===== config.mk =====
export PLATFORM = sky130hd
export DESIGN_NAME = alu_cmd_sequencer
export DESIGN_NICKNAME = d
export VERILOG_FILES = /design/src/rtl/alu_cmd_sequencer.sv
export SDC_FILE = /design/constraint.sdc
export NUM_CORES = 1
export LEC_CHECK = 0
export CAP_MARGIN = 25
export CORE_MARGIN = 2
export CORE_UTILIZATION = 40
export DETAILED_ROUTE_END_ITERATION = 10
export SKIP_CTS_REPAIR_TIMING = 1
export SYNTH_ARGS = -nofsm -noshare
export SYNTH_HDL_FRONTEND = slang
export SYNTH_SLANG_ARGS = --single-unit

===== constraint.sdc =====
create_clock -name clk -period 2.3 [get_ports clk]
set_clock_uncertainty 0.05 [all_clocks]
set_input_delay 0.345 -clock clk [delete_from_list [all_inputs] [get_ports clk]]
set_output_delay 0.345 -clock clk [all_outputs]
set_load 0.05 [all_outputs]

===== src/rtl/alu_cmd_sequencer.sv =====
// rtl/alu_cmd_sequencer.sv - queues mini-ALU commands and sequences them through an external combinational ALU
//
// Purpose: commands (fxn, a, b) are buffered in a DEPTH-entry FIFO. They are issued
// one at a time on registered alu_* outputs and held for SETTLE cycles. The ALU
// result is then captured and offered downstream on a valid/ready handshake.
//
// Ports:
//   clk, reset_n                   clock, asynchronous active-low reset
//   cmd_valid/cmd_ready            command handshake; cmd_fxn/cmd_a/cmd_b payload
//   alu_fxn/alu_a/alu_b            registered operands driven to the ALU
//   alu_result                     ALU final_out
//   res_valid/res_ready            result handshake; res_data/res_fxn payload
//   busy                           sequencer active or commands queued
//   fifo_count                     queued commands, excluding the one in flight
module alu_cmd_sequencer #(
    parameter int DEPTH  = 4,
    parameter int SETTLE = 1
) (
    input  logic                     clk,
    input  logic                     reset_n,
    input  logic                     cmd_valid,
    output logic                     cmd_ready,
    input  logic [2:0]               cmd_fxn,
    input  logic [5:0]               cmd_a,
    input  logic [5:0]               cmd_b,
    output logic [2:0]               alu_fxn,
    output logic [5:0]               alu_a,
    output logic [5:0]               alu_b,
    input  logic [5:0]               alu_result,
    output logic                     res_valid,
    input  logic                     res_ready,
    output logic [5:0]               res_data,
    output logic [2:0]               res_fxn,
    output logic                     busy,
    output logic [$clog2(DEPTH):0]   fifo_count
);

    localparam int AW     = $clog2(DEPTH);
    localparam int CNT_W  = AW + 1;
    localparam int SW     = (SETTLE > 1) ? $clog2(SETTLE) : 1;
    localparam logic [SW-1:0]    SETTLE_LOAD = SW'(SETTLE - 1);
    localparam logic [CNT_W-1:0] FULL_COUNT  = CNT_W'(DEPTH);

    typedef enum logic [1:0] {
        IDLE = 2'd0,
        EXEC = 2'd1,
        RESP = 2'd2
    } state_t;

    state_t state, state_next;

    logic [14:0]   mem [DEPTH];
    logic [AW-1:0] wr_ptr, rd_ptr;
    logic [14:0]   head;
    logic [SW-1:0] settle_cnt;

    logic push, pop, capture, release_res;

    // No bypass: a full FIFO refuses even when the FSM pops in the same cycle.
    assign cmd_ready = (fifo_count != FULL_COUNT);
    assign push      = cmd_valid && cmd_ready;
    assign head      = mem[rd_ptr];
    assign busy      = (state != IDLE) || (fifo_count != '0);

    always_ff @(posedge clk or negedge reset_n) begin
        if (!reset_n) begin
            state <= IDLE;
        end else begin
            state <= state_next;
        end
    end

    always_comb begin
        state_next  = state;
        pop         = 1'b0;
        capture     = 1'b0;
        release_res = 1'b0;
        case (state)
            IDLE: begin
                if (fifo_count != '0) begin
                    pop        = 1'b1;
                    state_next = EXEC;
                end
            end
            EXEC: begin
                if (settle_cnt == '0) begin
                    capture    = 1'b1;
                    state_next = RESP;
                end
            end
            RESP: begin
                if (res_ready) begin
                    release_res = 1'b1;
                    // Issue the next command on the same edge the result leaves.
                    if (fifo_count != '0) begin
                        pop        = 1'b1;
                        state_next = EXEC;
                    end else begin
                        state_next = IDLE;
                    end
                end
            end
            default: state_next = IDLE;
        endcase
    end

    // Storage array has no reset; validity is tracked by the pointers and count.
    always_ff @(posedge clk) begin
        if (push) begin
            mem[wr_ptr] <= {cmd_fxn, cmd_a, cmd_b};
        end
    end

    always_ff @(posedge clk or negedge reset_n) begin
        if (!reset_n) begin
            wr_ptr     <= '0;
            rd_ptr     <= '0;
            fifo_count <= '0;
            alu_fxn    <= '0;
            alu_a      <= '0;
            alu_b      <= '0;
            settle_cnt <= '0;
            res_valid  <= 1'b0;
            res_data   <= '0;
            res_fxn    <= '0;
        end else begin
            if (push) begin
                wr_ptr <= wr_ptr + 1'b1;
            end
            fifo_count <= fifo_count + CNT_W'(push) - CNT_W'(pop);

            if (pop) begin
                rd_ptr     <= rd_ptr + 1'b1;
                alu_fxn    <= head[14:12];
                alu_a      <= head[11:6];
                alu_b      <= head[5:0];
                settle_cnt <= SETTLE_LOAD;
            end else if (state == EXEC && settle_cnt != '0) begin
                settle_cnt <= settle_cnt - 1'b1;
            end

            if (capture) begin
                res_valid <= 1'b1;
                res_data  <= alu_result;
                res_fxn   <= alu_fxn;
            end else if (release_res) begin
                res_valid <= 1'b0;
            end
        end
    end

endmodule

==> impl_metrics.env <==
export IMPL_gr_total_overflow=0
export IMPL_ys_top_cells_by_area="edfxtp_1, dfrtp_1, mux2_2, mux4_1, mux4_2"
export IMPL_post_synth_top_count_cell="edfxtp_1"
export IMPL_p_seq_frac=0.361
export IMPL_synthToLayoutAreaGrowth_pct=26.75
export IMPL_htreeDepth=3
export IMPL_slew_headroom=0.4512
export IMPL_final_cells=369
export IMPL_die_area_um2=10100
export IMPL_path_class="reg -> reg"
export IMPL_setup_viol=0
export IMPL_path_max_fanout=6
export IMPL_synth_fp_nets=214
export IMPL_drt_pass1_iterations=4
export IMPL_die_width_um=100.5
export IMPL_tightestPinTransition_ps=823.2
export IMPL_die_h_um=100.5
export IMPL_num_io_pins=55
export IMPL_crit_slowest_cell="dfrtp_2"
export IMPL_synth_common_cells="edfxtp_1, dfrtp_1, mux2_2, mux2_4, mux4_2"
export IMPL_nNetsFinal=285
export IMPL_drt_iter0_markers=61
export IMPL_routedWlPerCell_um=16.45
export IMPL_p_int_mw=4.679
export IMPL_rows=35
export IMPL_drc=0
export IMPL_yosys_area_top_type="edfxtp_1"
export IMPL_cp_slowest_stage_delay_ps=440
export IMPL_met3_usage=0.03398
export IMPL_ir_worst_vdd_mv=0.6209
export IMPL_period_minus_slack_ps=2162
export IMPL_gr_usage_all_layers=0.1345
export IMPL_rsz0062_at_grt="false"
export IMPL_numPortBuffers=54
export IMPL_power_density_nw_per_um2=1549
export IMPL_leakage_nw=1.785
export IMPL_reg2reg_depth=9
export IMPL_status="finished clean"
export IMPL_grt_met1_usage=0.1689
export IMPL_final_util=0.5157
export IMPL_grt_max_degree=36
export IMPL_grt_antenna_before_repair=0
export IMPL_fill_cells=753
export IMPL_synth_area_um2=3724
export IMPL_initial_core_util=0.4068
export IMPL_p_sw_frac=0.3600
export IMPL_place_inst=353
export IMPL_busiest_layer="met2"
export IMPL_hpwl_mm=3.862
export IMPL_wl_mm=6.070
export IMPL_required_ps=2520
export IMPL_endpoint_kind="flip-flop"
export IMPL_clk_insertion_delay_late_ps=350
export IMPL_synth_seq_cells=95
export IMPL_synth_edf_count=60
export IMPL_cts_buffer_depth=2
export IMPL_synthCells=182
export IMPL_cts_tree="yes"
export IMPL_avgSynthCellArea_um2=20.46
export IMPL_clkTransAtPathRegs_ps=90
export IMPL_maxCapViolations=0
export IMPL_num_vias=1794
export IMPL_dpl_worst_slack_ps=-89.19
export IMPL_synth_seq_area_share=0.7191
export IMPL_startpoint_type="flip-flop"
export IMPL_reg2reg_slack_ps=140
export IMPL_antenna_left=0
export IMPL_drv_slew=0
export IMPL_combPwrFrac=0.446
export IMPL_timing_fmax_mhz=462.6
export IMPL_avgViaCountPerCell=4.862
export IMPL_synth_top_area_frac=0.4839
export IMPL_setup_slack_ps=138.2
export IMPL_cts_sinks=95
export IMPL_crit_arrival_ps=2380
export IMPL_cts_buffers=9
export IMPL_gp_congestion=0.7306
export IMPL_cts_root_buf="clkbuf_8"
export IMPL_synth_distinct_cells=28
export IMPL_grt_pass1_vias=1911
export IMPL_grt_util_met2=0.2261
export IMPL_fin_crit_sh=0.9399
export IMPL_reg2reg_to="fifo_count[2]"
export IMPL_hp_class="in -> async"
export IMPL_clkPwrFrac=0.193
export IMPL_hold_ws_ps=33.32
export IMPL_drive_gt1_frac=0.2868
export IMPL_ys_warn_count=0
export IMPL_grt_first_pass_wirelength_mm=10.03
export IMPL_path_cells="or3b_4 > and2_4 > inv_2 > ha_1 > inv_1 > ha_2 > fa_2 > xnor2_2 > xnor2_1"
export IMPL_synth_async_reset_ratio=0.3684
export IMPL_synthFlopType="edfxtp_1"
export IMPL_num_antenna_cells=0
export IMPL_hold_viol=0
export IMPL_reg2reg_from="fifo_count[1]"
export IMPL_p_switching_mw=2.632
export IMPL_core_area_um2=9153
[through the flow]
step / total power [mW] / area (um2) / TNS [ps]
floorplan: 5.048 / 3742 / -93.17
global placement: 5.954 / 4448 / -36.71
detailed placement: 6.010 / 4448 / -89.19
CTS: 7.425 / 4715 / -119.9
global route: 7.741 / 4720 / 0
finish: 7.311 / 4720 / 0
[power by group through the flow]
stage | Combinational [mW] | Sequential [mW] | Clock, mW
detailed placement | 3.32 | 2.69 | 0
floorplan | 1.52 | 3.53 | 0
CTS | 3.33 | 2.65 | 1.45
global route | 3.51 | 2.70 | 1.53
global placement | 3.29 | 2.67 | 0
finish | 3.26 | 2.64 | 1.41
[worst max-delay path: cells and delay by family (launching register included)]
kind                     cells  cell delay, ps
buffers and inverters        2              80
flip-flops                   1             440
adder cells (fa/ha/maj)      3             620
AND/OR/NAND/NOR              2             590
XOR/XNOR                     2             300
[metal layers]
metal,wire length (um),share of wire
met1,2637,0.43
met4,80,0.013
met5,0,0
met2,3156,0.52
met3,194,0.032
[cell families after synthesis]
group | Yosys count | share of synthesized area
compound gates | 2 | 0.003360
xor+xnor | 5 | 0.01176
fa+ha+maj | 7 | 0.02554
buf+inv | 12 | 0.02083
flops | 95 | 0.7191
mux | 41 | 0.1855
simple gates | 20 | 0.03394
[placed cells by master (no fill, tap or decap), drive strengths merged]
cell type,count
a21oi,1
and2,1
and3,4
buf,12
bufinv,4
clkbuf,9
clkdlybuf4s50,51
clkinv,2
dfrtp,35
dlymetal6s2s,2
edfxtp,60
fa,1
ha,6
inv,8
mux2,26
mux4,15
nand2,3
nand2b,1
nor2,6
nor2b,1
nor3,2
nor4b,1
o21bai,1
or3b,1
xnor2,3
xor2,2
[area by class of cell]
type | count | area (um2) | share of cell area
multi-input cells | 75 | 983.4 | 0.2084
well taps | 111 | 138.9 | 0.02943
flip-flops and latches | 95 | 2681 | 0.5681
inverters | 7 | 26.28 | 0.005567
clock buffers | 9 | 123.9 | 0.02625
repair buffers | 65 | 623.1 | 0.1320
clock inverters | 7 | 142.6 | 0.03022
[flip-flops by register name, indices dropped and copies added (netlist names)]
name,count
mem,60
alu_a,6
alu_b,6
res_data,6
alu_fxn,3
fifo_count,3
res_fxn,3
rd_ptr,2
state,2
wr_ptr,2
res_valid,1
settle_cnt,1
[worst max path at each step]
stage | depth (start not counted) | slack (ps) | endpoint | from
final | 9 | 140 | fifo_count[2] | fifo_count[1]
after global routing | 9 | 9 | fifo_count[2] | fifo_count[1]
after CTS | 3 | -70 | busy | fifo_count[1]
after detailed placement | 9 | -90 | fifo_count[2] | res_ready
after global placement | 9 | -40 | fifo_count[2] | res_ready
after floorplan | 9 | -80 | fifo_count[2] | fifo_count[2]
No activity file was read; power rests on OpenSTA's default activity.
